$ cat config.mk
export PLATFORM = sky130hd
export DESIGN_NAME = spi_word_rx
export DESIGN_NICKNAME = d
export VERILOG_FILES = /design/src/rtl/spi_word_rx_pkg.sv /design/src/rtl/spi_word_rx_sync_2ff.sv /design/src/rtl/spi_word_rx.sv
export SDC_FILE = /design/constraint.sdc
export NUM_CORES = 1
export LEC_CHECK = 0
export CAP_MARGIN = 20
export CORE_ASPECT_RATIO = 2
export CORE_MARGIN = 2
export CORE_UTILIZATION = 58
export CTS_BUF_LIST = sky130_fd_sc_hd__clkbuf_16
export DETAILED_ROUTE_END_ITERATION = 12
export PLACE_DENSITY_LB_ADDON = 0.08
export SYNTH_ARGS = -nofsm -noshare
export SYNTH_HDL_FRONTEND = slang
export SYNTH_HIERARCHICAL = 1
export SYNTH_SLANG_ARGS = --single-unit
$ cat constraint.sdc
create_clock -name clk -period 2.2 [get_ports clk]
set_input_delay 0.44 -clock clk [delete_from_list [all_inputs] [get_ports clk]]
set_output_delay 0.44 -clock clk [all_outputs]
set_load 0.1 [all_outputs]
$ cat src/rtl/spi_word_rx_pkg.sv
// Shared definitions for the SPI word receiver: default word width,
// synchronizer depth and the frame FSM state encoding.
package spi_pkg;

   localparam int WORD_W_DEFAULT = 16;
   localparam int SYNC_STAGES    = 2;

   typedef enum logic {
      IDLE  = 1'b0,
      SHIFT = 1'b1
   } state_t;

endpackage

$ cat src/rtl/spi_word_rx_sync_2ff.sv
// Single-bit synchronizer bringing an asynchronous pin into the clk domain.
// Depth is taken from spi_pkg::SYNC_STAGES.
module sync_2ff
   import spi_pkg::*;
(
   input  logic clk,
   input  logic reset,
   input  logic d,
   output logic q
);

   logic [SYNC_STAGES-1:0] ff;

   // Shift the pin value through the synchronizer chain
   always_ff @(posedge clk) begin
      if (reset) begin
         ff <= '0;
      end else begin
         ff <= {ff[SYNC_STAGES-2:0], d};
      end
   end

   assign q = ff[SYNC_STAGES-1];

endmodule

$ cat src/rtl/spi_word_rx.sv
// SPI slave receive path: synchronizes sck/sdi/cs, deserializes MSB-first
// words and buffers them in a small FIFO with a valid/ready output.
// Optional feature macro SPI_RX_STATS_EN adds saturating 8-bit counters
// err_count (frame errors) and ovf_count (FIFO overflows).
module spi_word_rx
   import spi_pkg::*;
#(
   parameter int WORD_W = WORD_W_DEFAULT,
   parameter int DEPTH  = 4
) (
   input  logic              clk,
   input  logic              reset,
   input  logic              sck,
   input  logic              sdi,
   input  logic              cs,
   output logic [WORD_W-1:0] word_data,
   output logic              word_valid,
   input  logic              word_ready,
   output logic              frame_err,
   output logic              overflow,
   output logic              busy
`ifdef SPI_RX_STATS_EN
   ,
   output logic [7:0]        err_count,
   output logic [7:0]        ovf_count
`endif
);

   localparam int CW = $clog2(WORD_W);
   localparam int AW = $clog2(DEPTH);

   // ---------------------------------------------------------------
   // Stage 0/1: pin synchronization
   // ---------------------------------------------------------------
   logic sck_s;
   logic sdi_s;
   logic cs_s;

   sync_2ff u_sync_sck (
      .clk   (clk),
      .reset (reset),
      .d     (sck),
      .q     (sck_s)
   );

   sync_2ff u_sync_sdi (
      .clk   (clk),
      .reset (reset),
      .d     (sdi),
      .q     (sdi_s)
   );

   sync_2ff u_sync_cs (
      .clk   (clk),
      .reset (reset),
      .d     (cs),
      .q     (cs_s)
   );

   assign busy = cs_s;

   // ---------------------------------------------------------------
   // Stage 2: sck edge detect, shift register and frame FSM
   // ---------------------------------------------------------------
   logic              sck_q;
   logic              rise;
   logic              last_bit;
   logic [WORD_W-1:0] shift_reg;
   logic [CW-1:0]     bit_cnt;
   logic              push_p;
   state_t            state;

   // Delayed copy of synchronized sck for rising-edge detection
   always_ff @(posedge clk) begin
      if (reset) begin
         sck_q <= 1'b0;
      end else begin
         sck_q <= sck_s;
      end
   end

   // Rises outside a frame (cs_s low) never count
   assign rise     = sck_s && !sck_q && cs_s;
   assign last_bit = (bit_cnt == CW'(WORD_W - 1));

   // Frame FSM, bit counter and deserializer; push_p requests a FIFO write
   // of the completed word held in shift_reg on the following edge
   always_ff @(posedge clk) begin
      if (reset) begin
         state     <= IDLE;
         shift_reg <= '0;
         bit_cnt   <= '0;
         push_p    <= 1'b0;
         frame_err <= 1'b0;
      end else begin
         push_p    <= 1'b0;
         frame_err <= 1'b0;

         case (state)
            IDLE: begin
               if (cs_s) begin
                  state <= SHIFT;
               end
            end
            SHIFT: begin
               if (!cs_s) begin
                  // Partial word is dropped; only the counter needs clearing
                  state     <= IDLE;
                  bit_cnt   <= '0;
                  frame_err <= (bit_cnt != '0);
               end
            end
            default: begin
               state <= IDLE;
            end
         endcase

         // rise implies cs_s, so it never coincides with the SHIFT exit
         if (rise) begin
            shift_reg <= {shift_reg[WORD_W-2:0], sdi_s};
            if (last_bit) begin
               bit_cnt <= '0;
               push_p  <= 1'b1;
            end else begin
               bit_cnt <= bit_cnt + CW'(1);
            end
         end
      end
   end

   // ---------------------------------------------------------------
   // Stage 3: FIFO write / read
   // ---------------------------------------------------------------
   // shift_reg stays stable for the push cycle: with clk >= 6x sck the
   // next rise is several cycles away.
   logic [WORD_W-1:0] mem [DEPTH];
   logic [AW:0]       wr_ptr;
   logic [AW:0]       rd_ptr;
   logic              empty;
   logic              full;
   logic              pop;
   logic              push_ok;

   assign empty   = (wr_ptr == rd_ptr);
   assign full    = (wr_ptr[AW] != rd_ptr[AW]) &&
                    (wr_ptr[AW-1:0] == rd_ptr[AW-1:0]);
   assign pop     = !empty && word_ready;
   // A pop in the same cycle frees the slot, so a full FIFO still accepts
   assign push_ok = push_p && (!full || pop);

   // Pointer update and overflow pulse
   always_ff @(posedge clk) begin
      if (reset) begin
         wr_ptr   <= '0;
         rd_ptr   <= '0;
         overflow <= 1'b0;
      end else begin
         overflow <= push_p && full && !pop;
         if (push_ok) begin
            wr_ptr <= wr_ptr + (AW + 1)'(1);
         end
         if (pop) begin
            rd_ptr <= rd_ptr + (AW + 1)'(1);
         end
      end
   end

   // Storage array; contents are qualified by the pointers, so no reset
   always_ff @(posedge clk) begin
      if (push_ok) begin
         mem[wr_ptr[AW-1:0]] <= shift_reg;
      end
   end

   // No bypass: a word written this cycle becomes visible next cycle
   assign word_valid = !empty;
   assign word_data  = word_valid ? mem[rd_ptr[AW-1:0]] : '0;

`ifdef SPI_RX_STATS_EN
   function automatic logic [7:0] sat_inc(input logic [7:0] v);
      return (v == 8'hFF) ? v : v + 8'd1;
   endfunction

   // Saturating event counters for frame errors and overflows
   always_ff @(posedge clk) begin
      if (reset) begin
         err_count <= 8'd0;
         ovf_count <= 8'd0;
      end else begin
         if (frame_err) begin
            err_count <= sat_inc(err_count);
         end
         if (overflow) begin
            ovf_count <= sat_inc(ovf_count);
         end
      end
   end
`endif

endmodule

==> summary.txt <==
Clocking
  – CTS buffer count: 9
  – Root Driver: clkbuf_16
  – Worst skew pair latency: 350 ps
  – H-tree depth: 3
  – Clock sink count: ~100
  – CTS tree: done
  – Hold Buf Count CTS: 0
  – Reg clk slew, reported paths: about 60 ps
  – CTS max path bufs: 2

STA
  – Max-slew violations: 0
  – Slew margin rel.: just over 60%
  – Hold Fails Final Rpt: 0
  – Highest clock rate: between 400 and 500 MHz
  – RSZ-0062 raised after global routing: true
  – Worst-Margin Slew: approximately 570 ps
  – Final worst slack: -42.7 ps
  – Final Cycle Share: 102%
  – Final-report setup violation count: 10
  – Final min period: 2240 ps
  – Clock skew: roughly 7.2 ps

Finish
  – Ant diodes: 0
  – Multi-input gate area: roughly 0.0012 mm^2
  – Fillers: approximately 400
  – Design area: roughly 0.005 mm^2
  – Final nets: approximately 320
  – Max FFs per register: 64
  – FF/Latch Area: roughly 0.0027 mm^2
  – Share of cells above drive strength 1: 28.0%
  – Core Util, Final: between 70% and 80%
  – P&R area growth vs syn: 26.6%

Setup path
  – RR Startpoint: rd_ptr[1]$_SDFFE_PP0N_
  – R2R depth: 4
  – Critical Path End Type: output pin
  – Worst EP arrival: 1800 ps
  – CP top delay family: multiplexers
  – CP most frequent cell: buf_12
  – CP required: between 1500 and 2000 ps
  – Crit path cell chain: buf_12 -> mux4_2 -> and2b_2 -> buf_12
  – Reg2reg setup slack: approximately 300 ps
  – Critical path's slowest cell: mux4_2
  – Crit path kind: reg -> out
  – CP max FO: 8
  – Slowest cell delay on critical path: approximately 500 ps
  – Startpoint types: register
  – Worst path bufs/invs: 2
  – Reg2reg end: mem[0][13]$_DFFE_PP_

Global route
  – Global-route wire length before repair: 11200 um
  – Initial antenna violation count: 0
  – Grt total ovfl: 0
  – Total track usage: between 20% and 30%
  – Largest net degree at the start of global routing: 18
  – Vias in the first global route: 2199

Yosys
  – Count leader, synth: edfxtp_1
  – Most frequent cells after synthesis: edfxtp_1, dfxtp_1, nand2_1
  – Async S/R FF share, synth: 0%
  – Post-Synthesis Cells: between 200 and 300
  – Main synth FF type: edfxtp_1
  – Post-synth EDFFs: 64
  – #FFs+latches synth: 103
  – Synth area leaders: edfxtp_1, dfxtp_1, mux4_2
  – Synth top area share: between 40% and 50%
  – Sequential share of the synthesized area: ~69%
  – Synth Area per Inst: 14.8 um^2
  – Cell variety after synth: 35
  – Cell Area, Synth: slightly below 0.004 mm^2
  – Net count after synthesis: 279
  – Area leader, netlist: edfxtp_1
  – Synth warnings: 6

Floorplan
  – Die area: around 0.0075 mm^2
  – Die width: between 60 and 70 um
  – Die height: around 120 um
  – Rows: 42
  – # IOs: 26
  – Starting density of the core: between 50% and 60%
  – CORE AREA: ~0.0066 mm^2

Min path
  – Hold Path Class: reg -> reg
  – Worst Min Path Start: u_sync_sdi/ff[0]$_SDFF_PP0_
  – Hold Path Sink: u_sync_sdi/ff[1]$_SDFF_PP0_
  – Hold depth: 1

Place
  – Routability cong.: ~0.74
  – I/O Buffers: 25
  – Placed inst area: around 0.0046 mm^2
  – HPWL after DPL: 4320 um

Power
  – Sw Share: 18.4%
  – Peak supply drop: between 0.8 and 0.9 mV
  – NetSw: 697 uW
  – Gate power share: about 1.1%
  – Power, Total: approximately 3.8 mW
  – Clk pwr share: between 40% and 50%
  – PwrDens: 760 mW/mm^2
  – Int Power: 3.09 mW
  – Leakage: between 1.5 and 2 nW
  – Sequential Power Share: between 50 and 60%

Routing
  – DR vias: ~2200
  – DR iter-0 viols: 81
  – Final wirelength: slightly below 7000 um
  – Routed vias/inst: between 5 and 6
  – DRT antenna net count: 0
  – First-pass DRT Iterations: 4
  – Routed wire length per instance: ~17 um
  – DRC errors left: 0

Status
  – Outcome: complete, but fails checks
  – Failing checks: negative setup slack

Run
  – Max-cap violations: 0
[routing by layer]
layer	vias up	GRT usage, %	routed length (um)
met5	-	0	0
met4	0	13.8	305
met3	23	3.72	247
met2	63	35.4	3810
met1	1085	22.6	2560
li1	1045	-	-
[what timing repair did]
action,CTS,global route
gates cloned,1,0
endpoints found under the setup margin,17,15
buffers inserted,1,0
gates resized for setup,4,5
pin swaps,1,0
[power by group through the flow]
stage / sequential [mW] / combinational [mW] / clock [mW]
3_3_place_gp: 2.08 / 0.0425 / 0
3_5_place_dp: 2.08 / 0.0431 / 0
6_report: 2.03 / 0.0427 / 1.71
4_1_cts: 2.03 / 0.0432 / 1.72
2_1_floorplan: 2.08 / 0.0156 / 0
5_1_grt: 2.03 / 0.0466 / 1.79
[layout make-up]
class / instances / share of cell area (%)
sequential: 103 / 54.4
multi-input combinational: 146 / 24.2
timing repair buffer: 43 / 11.9
clock buffer: 13 / 6.53
tap: 88 / 2.21
inverter: 6 / 0.452
clock inverter: 3 / 0.352
[cell families (layout without fill, tap and decap cells)]
logic type,count (synthesis),in the layout,synth area share [%]
flops,103,103,68.7
mux,19,19,9.93
compound gates,26,26,4.10
simple gates,86,86,11.4
xor+xnor,8,8,1.78
buf+inv,17,65,1.81
fa+ha+maj,7,7,2.23
[per-stage QoR]
step	std cells	hold slack [ps]	TNS (ps)	setup slack, ps
4_1_cts	402	441	-309	-60.7
6_report	402	438	-254	-42.7
3_5_place_dp	384	425	-1280	-107
3_3_place_gp	384	419	-1040	-89.4
2_1_floorplan	266	414	-1040	-450
5_1_grt	402	455	-679	-88.2
[how the worst max path moves through the flow]
stage / startpoint / end / slack, ps / cells past startpoint
2_1_floorplan: wr_ptr[0]$_SDFFE_PP0P_ / word_data[2] / -450 / 3
3_3_place_gp: rd_ptr[1]$_SDFFE_PP0N_ / word_data[14] / -90 / 4
3_5_place_dp: rd_ptr[0]$_SDFFE_PP0N_ / word_data[7] / -110 / 4
4_1_cts: register / word_data[7] / -60 / 4
5_1_grt: register / word_data[7] / -90 / 4
6_report: register / word_data[7] / -40 / 4
[cells in the final DEF (no fill, tap or decap), types with 2 or more instances in the layout]
master and count:
edfxtp_1 64, dfxtp_1 38, nand2_1 34, a21oi_1 19, buf_12 19, buf_4 18
mux4_2 16, clkbuf_16 13, nor2_1 12, inv_1 7, and2b_2 7, nor2b_1 7
ha_1 7, xor2_1 5, and2b_1 5, clkdlybuf4s50_1 5, nor2b_4 4, nand3_1 4
xnor2_1 3, and2_2 3, mux2i_1 3, nand3b_1 2
Note: power is estimated with default switching activity, not from simulation.
